$ cat src/rtl/assert_monitor_array.sv
// Multi-channel violation monitor: debounced per-channel episode detection, sticky flags,
// saturating event counters, first-event capture with timestamp, and a severity-qualified irq.
module assert_monitor_array #(
    parameter int                  NUM_CH    = 4,
    parameter int                  PERSIST   = 1,
    parameter int                  CNT_W     = 8,
    parameter int                  TS_W      = 16,
    parameter logic [2*NUM_CH-1:0] CH_LEVEL  = '0,
    parameter int                  IRQ_LEVEL = 2,
    localparam int                 CH_W      = (NUM_CH > 1) ? $clog2(NUM_CH) : 1
) (
    input  logic                    clk,
    input  logic                    rst,
    input  logic [NUM_CH-1:0]       en,
    input  logic [NUM_CH-1:0]       cond,
    input  logic                    clr,
    output logic [NUM_CH-1:0]       sticky,
    output logic [NUM_CH-1:0]       evt,
    output logic [NUM_CH*CNT_W-1:0] cnt,
    output logic                    first_vld,
    output logic [CH_W-1:0]         first_ch,
    output logic [TS_W-1:0]         first_ts,
    output logic                    irq
);

    if (NUM_CH < 1 || NUM_CH > 32) begin : g_bad_num_ch
        $fatal(1, "assert_monitor_array: NUM_CH must be 1..32");
    end
    if (PERSIST < 1 || PERSIST > 255) begin : g_bad_persist
        $fatal(1, "assert_monitor_array: PERSIST must be 1..255");
    end

    localparam logic [7:0] PERSIST_C = 8'(PERSIST);

    typedef enum logic [1:0] {IDLE, PEND, FIRE, HOLD} state_t;

    state_t                   state_q [NUM_CH];
    state_t                   state_d [NUM_CH];
    logic [7:0]               pcnt_q  [NUM_CH];
    logic [7:0]               pcnt_d  [NUM_CH];
    logic [TS_W-1:0]          ts_q, ts_d;
    logic [NUM_CH-1:0]        sticky_q, sticky_d;
    logic [NUM_CH*CNT_W-1:0]  cnt_q, cnt_d;
    logic                     first_vld_q, first_vld_d;
    logic [CH_W-1:0]          first_ch_q, first_ch_d;
    logic [TS_W-1:0]          first_ts_q, first_ts_d;

    always_comb begin
        for (int i = 0; i < NUM_CH; i++) begin
            state_d[i] = state_q[i];
            pcnt_d[i]  = pcnt_q[i];
            evt[i]     = (state_q[i] == FIRE);
            case (state_q[i])
                IDLE: begin
                    if (en[i] && cond[i]) begin
                        if (PERSIST == 1) begin
                            state_d[i] = FIRE;
                        end else begin
                            state_d[i] = PEND;
                            pcnt_d[i]  = 8'd1;
                        end
                    end
                end
                PEND: begin
                    if (en[i] && cond[i]) begin
                        if (pcnt_q[i] + 8'd1 == PERSIST_C) begin
                            state_d[i] = FIRE;
                            pcnt_d[i]  = 8'd0;
                        end else begin
                            pcnt_d[i] = pcnt_q[i] + 8'd1;
                        end
                    end else begin
                        state_d[i] = IDLE;
                        pcnt_d[i]  = 8'd0;
                    end
                end
                FIRE: state_d[i] = (en[i] && cond[i]) ? HOLD : IDLE;
                HOLD: if (!(en[i] && cond[i])) state_d[i] = IDLE;
                default: state_d[i] = IDLE;
            endcase
        end
    end

    // clr is applied first so a coincident event re-populates the cleared state
    always_comb begin
        logic [CH_W-1:0] low_ch;
        ts_d        = ts_q + TS_W'(1);
        sticky_d    = sticky_q;
        cnt_d       = cnt_q;
        first_vld_d = first_vld_q;
        first_ch_d  = first_ch_q;
        first_ts_d  = first_ts_q;
        low_ch      = '0;
        if (clr) begin
            sticky_d    = '0;
            cnt_d       = '0;
            first_vld_d = 1'b0;
            first_ch_d  = '0;
            first_ts_d  = '0;
        end
        for (int i = 0; i < NUM_CH; i++) begin
            if (evt[i]) begin
                sticky_d[i] = 1'b1;
                if (cnt_d[i*CNT_W +: CNT_W] != {CNT_W{1'b1}})
                    cnt_d[i*CNT_W +: CNT_W] = cnt_d[i*CNT_W +: CNT_W] + CNT_W'(1);
            end
        end
        for (int i = NUM_CH - 1; i >= 0; i--) begin
            if (evt[i]) low_ch = CH_W'(i);
        end
        if (!first_vld_d && (|evt)) begin
            first_vld_d = 1'b1;
            first_ch_d  = low_ch;
            first_ts_d  = ts_q;
        end
    end

    always_ff @(posedge clk or posedge rst) begin
        if (rst) begin
            for (int i = 0; i < NUM_CH; i++) begin
                state_q[i] <= IDLE;
                pcnt_q[i]  <= 8'd0;
            end
            ts_q        <= '0;
            sticky_q    <= '0;
            cnt_q       <= '0;
            first_vld_q <= 1'b0;
            first_ch_q  <= '0;
            first_ts_q  <= '0;
        end else begin
            for (int i = 0; i < NUM_CH; i++) begin
                state_q[i] <= state_d[i];
                pcnt_q[i]  <= pcnt_d[i];
            end
            ts_q        <= ts_d;
            sticky_q    <= sticky_d;
            cnt_q       <= cnt_d;
            first_vld_q <= first_vld_d;
            first_ch_q  <= first_ch_d;
            first_ts_q  <= first_ts_d;
        end
    end

    always_comb begin
        irq = 1'b0;
        for (int i = 0; i < NUM_CH; i++) begin
            if (int'(CH_LEVEL[2*i +: 2]) >= IRQ_LEVEL && sticky_q[i]) irq = 1'b1;
        end
    end

    assign sticky    = sticky_q;
    assign cnt       = cnt_q;
    assign first_vld = first_vld_q;
    assign first_ch  = first_ch_q;
    assign first_ts  = first_ts_q;

`ifndef SYNTHESIS
    always @(posedge clk) begin
        if (!rst) begin
            for (int i = 0; i < NUM_CH; i++) begin
                if (evt[i]) begin
                    case (CH_LEVEL[2*i +: 2])
                        2'd0:    $display("ch %0d ts %0d", i, ts_q);
                        2'd1:    $warning("ch %0d ts %0d", i, ts_q);
                        2'd2:    $error("ch %0d ts %0d", i, ts_q);
                        default: $fatal(1, "ch %0d ts %0d", i, ts_q);
                    endcase
                end
            end
        end
    end
`endif

endmodule

$ cat config.mk
export PLATFORM = sky130hd
export DESIGN_NAME = assert_monitor_array
export DESIGN_NICKNAME = d
export VERILOG_FILES = /design/src/rtl/assert_monitor_array.sv
export SDC_FILE = /design/constraint.sdc
export NUM_CORES = 1
export LEC_CHECK = 0
export CORE_ASPECT_RATIO = 0.7
export CORE_MARGIN = 2
export CORE_UTILIZATION = 60
export DETAILED_ROUTE_END_ITERATION = 8
export GPL_ROUTABILITY_DRIVEN = 0
export PLACE_DENSITY_LB_ADDON = 0.15
export SKIP_CTS_REPAIR_TIMING = 1
export SYNTH_ARGS = -nofsm -noshare
export SYNTH_HDL_FRONTEND = slang
export SYNTH_SLANG_ARGS = --single-unit
export TNS_END_PERCENT = 20
$ cat constraint.sdc
create_clock -name clk -period 9.5 [get_ports clk]
set_input_delay 1.9 -clock clk [delete_from_list [all_inputs] [get_ports clk]]
set_output_delay 1.9 -clock clk [all_outputs]
set_load 0.05 [all_outputs]
; Yosys cells after proc, flatten, opt, wreduce, memory -nomap -nowiden
; Index checks and enable logic that the tools add are counted.
[classes]
n_addsub = 9
reduce_logical = 20
n_mux = 56
eq_ne = 32
[ops]
columns = cell, n
row1 = 2-to-1 mux 8 bit, 16
row2 = "adder 8 x 1 -> 8 bit, second input constant", 8
row3 = 2-to-1 mux 2 bit, 26
row4 = "equality test 8 x 1 -> 1 bit, second input constant", 4
row5 = 2-to-1 mux 16 bit, 2
row6 = 2-to-1 mux 32 bit, 1
row7 = "!= test 8 bit, second input constant", 4
row8 = one-hot mux 2 bit (4 select lines), 4
row9 = "adder 16 x 1 -> 16 bit, second input constant", 1
row10 = "equality test 2 bit, second input constant", 8
row11 = "!= test 2 bit, second input constant", 8
row12 = "!= test 3 bit, second input constant", 4
row13 = AND reduction 3 bit, 4
row14 = nonzero test 2 bit, 5
row15 = "equality test 2 x 1 -> 1 bit, second input constant", 4
row16 = logical NOT 2 bit, 4
row17 = 2-to-1 mux 1 bit, 6
row18 = logical AND 1 bit, 5
row19 = 2-to-1 mux 4 bit, 1
row20 = OR reduction 4 bit, 1
row21 = logical NOT 1 bit, 1
[totals]
register_bits = 111
output_inout_bits = 60
word_cells = 134
in_bits = 11

; Longest topological paths before layout
[logic_depth]
depth_word = 6
mapped_depth = 8

; Worst setup path after synthesis
; No wires, ideal clock.
[synth_path]
path_kind = input to register
start = input clr
end = register cnt_q[9], in the netlist cnt[9]
path_buffers = 2
arrival_time_ps = 3246
path_slack_ps = 6130
stages = 6
required_ps = 9375
cell_sequence = clkbuf_2 clkbuf_1 nor2b_1 ha_1 a31oi_1 mux2_2
[synth_between]
elab_chain_len = 4
[synth_rtl]
columns = item, line
row1 = start: declaration, 16  ; input logic clr,
row2 = 2-to-1 mux 32 bit *, 94  ; if (clr) begin
row3 = adder 8 x 1 -> 8 bit or != test 8 bit (tied branches), "105, 104"
row4 = 2-to-1 mux 8 bit, 104  ; if (cnt_d[i*CNT_W +: CNT_W] != {CNT_W{1'b1}})
row5 = 2-to-1 mux 8 bit *, 102  ; if (evt[i]) begin
row6 = named net cnt_d[9], 43  ; logic [NUM_CH*CNT_W-1:0] cnt_q, cnt_d;
row7 = end signal: assignment, 137  ; cnt_q <= cnt_d;
row8 = end: declaration, 43
; The timed path passes the listed nets; every way through them passes the cells marked *.
; A chain may end at the register's enable or synchronous reset.

; Worst setup path after layout
[layout_path]
start = register state_q[4] in the netlist's numbering
end = output evt[1]
[layout_between]
elab_chain_len = 1
[layout_rtl]
columns = item, line
row1 = start: declaration, 37  ; state_t state_q [NUM_CH];
row2 = start signal: indexed assignment, 132  ; state_q[i] <= state_d[i];
row3 = equality test 2 bit, 52  ; evt[i] = (state_q[i] == FIRE);
row4 = end: declaration, 18  ; output logic [NUM_CH-1:0] evt,
; No other way between the ends.

==> impl_metrics.json <==
{
  "outcome": "complete, no violations",
  "wl_mm": 12.60,
  "p_sw_mw": 0.3208,
  "grt_pass1_wl_mm": 21.10,
  "final_layout_size_suffix_gt1_share_pct": 5.539,
  "clk_latency_ns": 0.35,
  "power_leakage_nw": 2.915,
  "htreeDepth": 3,
  "grt_pass1_vias": 4424,
  "timing.hold.ws_ns": 0.4950,
  "worstHoldPathType": "register to register",
  "avgSynthCellArea_um2": 9.355,
  "fin_ws_ns": 5.506,
  "power.total_mw": 1.106,
  "powerDensity_nw_per_um2": 160.3,
  "syn_area_um2": 5866,
  "required_ns": 7.60,
  "drc": 0,
  "numCtsBuffers": 9,
  "p_clk_share_pct": 35.8,
  "synth_edf_count": 0,
  "dr.pass1.iters": 7,
  "worstPathCellList": "nand2b_1 -> inv_1 -> clkdlybuf4s50_1",
  "port_buffers": 69,
  "synth.area.top_cells": "dfrtp_1 (47%), o21ai_0 (5.8%), nand2_1 (4.5%), xnor2_1 (4.2%), nand2b_1 (3.8%)",
  "seqPwrFrac_pct": 48.3,
  "netlist.area_leader.share_pct": 47.35,
  "fin_tns_setup_ns": 0,
  "num_rows": 30,
  "fill_cells": 722,
  "finalNonFillerCells": 814,
  "clkTransAtPathRegs_ns": 0.07,
  "fin_crit_sh_pct": 42.04,
  "cp_max_fo": 6,
  "clk_path_buf_depth": 2,
  "die-height_um": 86.73,
  "timing.slew.headroom_pct": 21.39,
  "peakVddDrop_mv": 0.1150,
  "antenna_found_initial": 0,
  "hpwl_mm": 8.671,
  "n_antenna_cell": 0,
  "grt_max_degree": 80,
  "worstPathBufferInverterCount": 2,
  "dr.first_iter.drc_count": 389,
  "netlist_instances": 627,
  "ant_nets": 0,
  "synth-seq-cells": 111,
  "worst_ep_arrival_time_ns": 2.09,
  "utilization_pct": 71.82,
  "via_per_inst": 5.889,
  "min_period_ns": 3.994,
  "die_area_um2": 10600,
  "cts_tree": "yes",
  "dp_slack_ns": 5.383,
  "netlist_top_cells_count": "dfrtp_1 (111), nand2_1 (71), o21ai_0 (68)",
  "die_w_um": 122.2,
  "start_kind": "register",
  "initial_core_util_pct": 61.04,
  "crit_path_top_delay_cell": "clkdlybuf4s50_1",
  "swShare_pct": 29.00,
  "setup_viol": 0,
  "syn_to_final_growth_pct": 17.66,
  "cap_violations": 0,
  "synth.distinct_cells": 62,
  "worstSetupPathType": "register to primary output",
  "placed_area_um2": 6583,
  "final_nets": 705,
  "synth-main-ff-cell": "dfrtp_1",
  "ioPinCount": 71,
  "cts_root_buffer": "clkbuf_16",
  "dp_cells": 798,
  "synth_largest_area_cell": "dfrtp_1",
  "worst_pin_slew_ns": 1.179,
  "rsz0062_at_grt": "no",
  "grt_remaining_overflow": 0,
  "slew_violations": 0,
  "max_stage_delay_ns": 0.83,
  "yosysWarnings": 0,
  "final_hold_viol_count": 0,
  "grt_usage_pct": 25.17,
  "clock_sinks": 111,
  "vias": 4794,
  "post_drt_wl_per_cell_um": 15.48,
  "p_int_mw": 0.7855,
  "rrSetupSlack_ns": 7.19,
  "comb_power_share_pct": 15.9,
  "cp_top_family": "buffers and inverters",
  "synth.most_common_cell": "dfrtp_1",
  "synth-async-reset-ratio_pct": 100.0,
  "ys_seq_area_share_pct": 47.35,
  "clock-skew-final_ns": 0.008961,
  "final_area_um2": 6902,
  "synth_fp_nets": 651,
  "core_area_um2": 9609,
  "crit_path_end_kind": "primary output",
  "fmax_mhz": 250.4
}
==> power by group through the flow <==
stage | clock [mW] | combinational [mW] | sequential (mW)
floorplan | 0 | 0.108 | 0.559
global placement | 0 | 0.170 | 0.540
detailed placement | 0 | 0.176 | 0.541
CTS | 0.403 | 0.177 | 0.533
global route | 0.422 | 0.195 | 0.539
finish | 0.396 | 0.176 | 0.534
==> worst reg2reg max path: stages (launching register included) <==
cell and delay (ns):
dfrtp_1 0.41, nand2b_1 0.28, inv_1 0.22, nor2_1 0.10, a21oi_2 0.88, o21ai_0 0.24
==> placed cells by master (no fill, tap or decap), types with 4 or more instances in the layout <==
cell / count
nor2b_1: 20
inv_1: 22
a31oi_1: 8
and3b_1: 4
mux2_2: 4
dfrtp_1: 111
a21oi_1: 16
clkdlybuf4s50_1: 68
a311oi_1: 4
nand2_1: 71
o22ai_1: 6
ha_1: 13
xnor2_1: 28
nor2_1: 36
nand2b_1: 36
clkbuf_16: 9
nand3_1: 30
o31ai_1: 8
nor3_1: 14
mux2i_1: 4
and3_1: 15
and4_1: 4
xor2_1: 11
o21ai_0: 68
nand4_1: 18
==> per-layer routing <==
metal / part of all wire (%) / up-vias / GRT usage [%] / wire, um
met5: 0 / - / 0 / 0
met4: 1.3 / 0 / 7.106 / 169
met3: 5.8 / 22 / 5.592 / 732
met2: 47 / 145 / 40.22 / 5910
met1: 46 / 2313 / 34.89 / 5788
li1: - / 2314 / - / -
==> path summary, 6_finish.rpt <==
check | cells after the start | end | startpoint
max reg2reg | 5 | first_ts[2] | state_q[4]
min in group asynchronous | 2 | pcnt_q[4] | rst
max in group asynchronous | 3 | first_ts[1] | rst
min reg2reg | 1 | ts_q[13] | ts_q[13]
min | 1 | ts_q[13] | ts_q[13]
max | 3 | evt[1] | state_q[4]
==> cells by family (layout without fill, tap and decap cells) <==
group                    after synthesis  after routing  share of synthesized area [%]
adder cells (fa/ha/maj)               13             13                          2.773
multiplexers                           8              8                          1.450
AO/OA/AOI/OAI                        138            138                          15.12
other                                  1              1                        0.06393
AND/OR/NAND/NOR                      267            267                          23.57
XOR/XNOR                              39             39                          5.823
flip-flops                           111            111                          47.35
buffers and inverters                 50            109                          3.839
==> registers in the layout, indices dropped and copies added, names as in the netlist <==
name,flops
state_q,8
ts_q,16
first_ts,16
first_ch,2
cnt,32
pcnt_q,32
sticky,4
first_vld,1
==> final cells by class <==
type | instances | area [um^2] | area share (%)
Multi-Input combinational cell | 466 | 2863 | 41.48
Sequential cell | 111 | 2778 | 40.25
Timing Repair Buffer | 70 | 693.2 | 10.04
Clock buffer | 12 | 266.5 | 3.861
Tap cell | 128 | 160.2 | 2.321
Inverter | 23 | 88.84 | 1.287
Clock inverter | 4 | 52.55 | 0.7614
(Power assumes the default switching activity.)
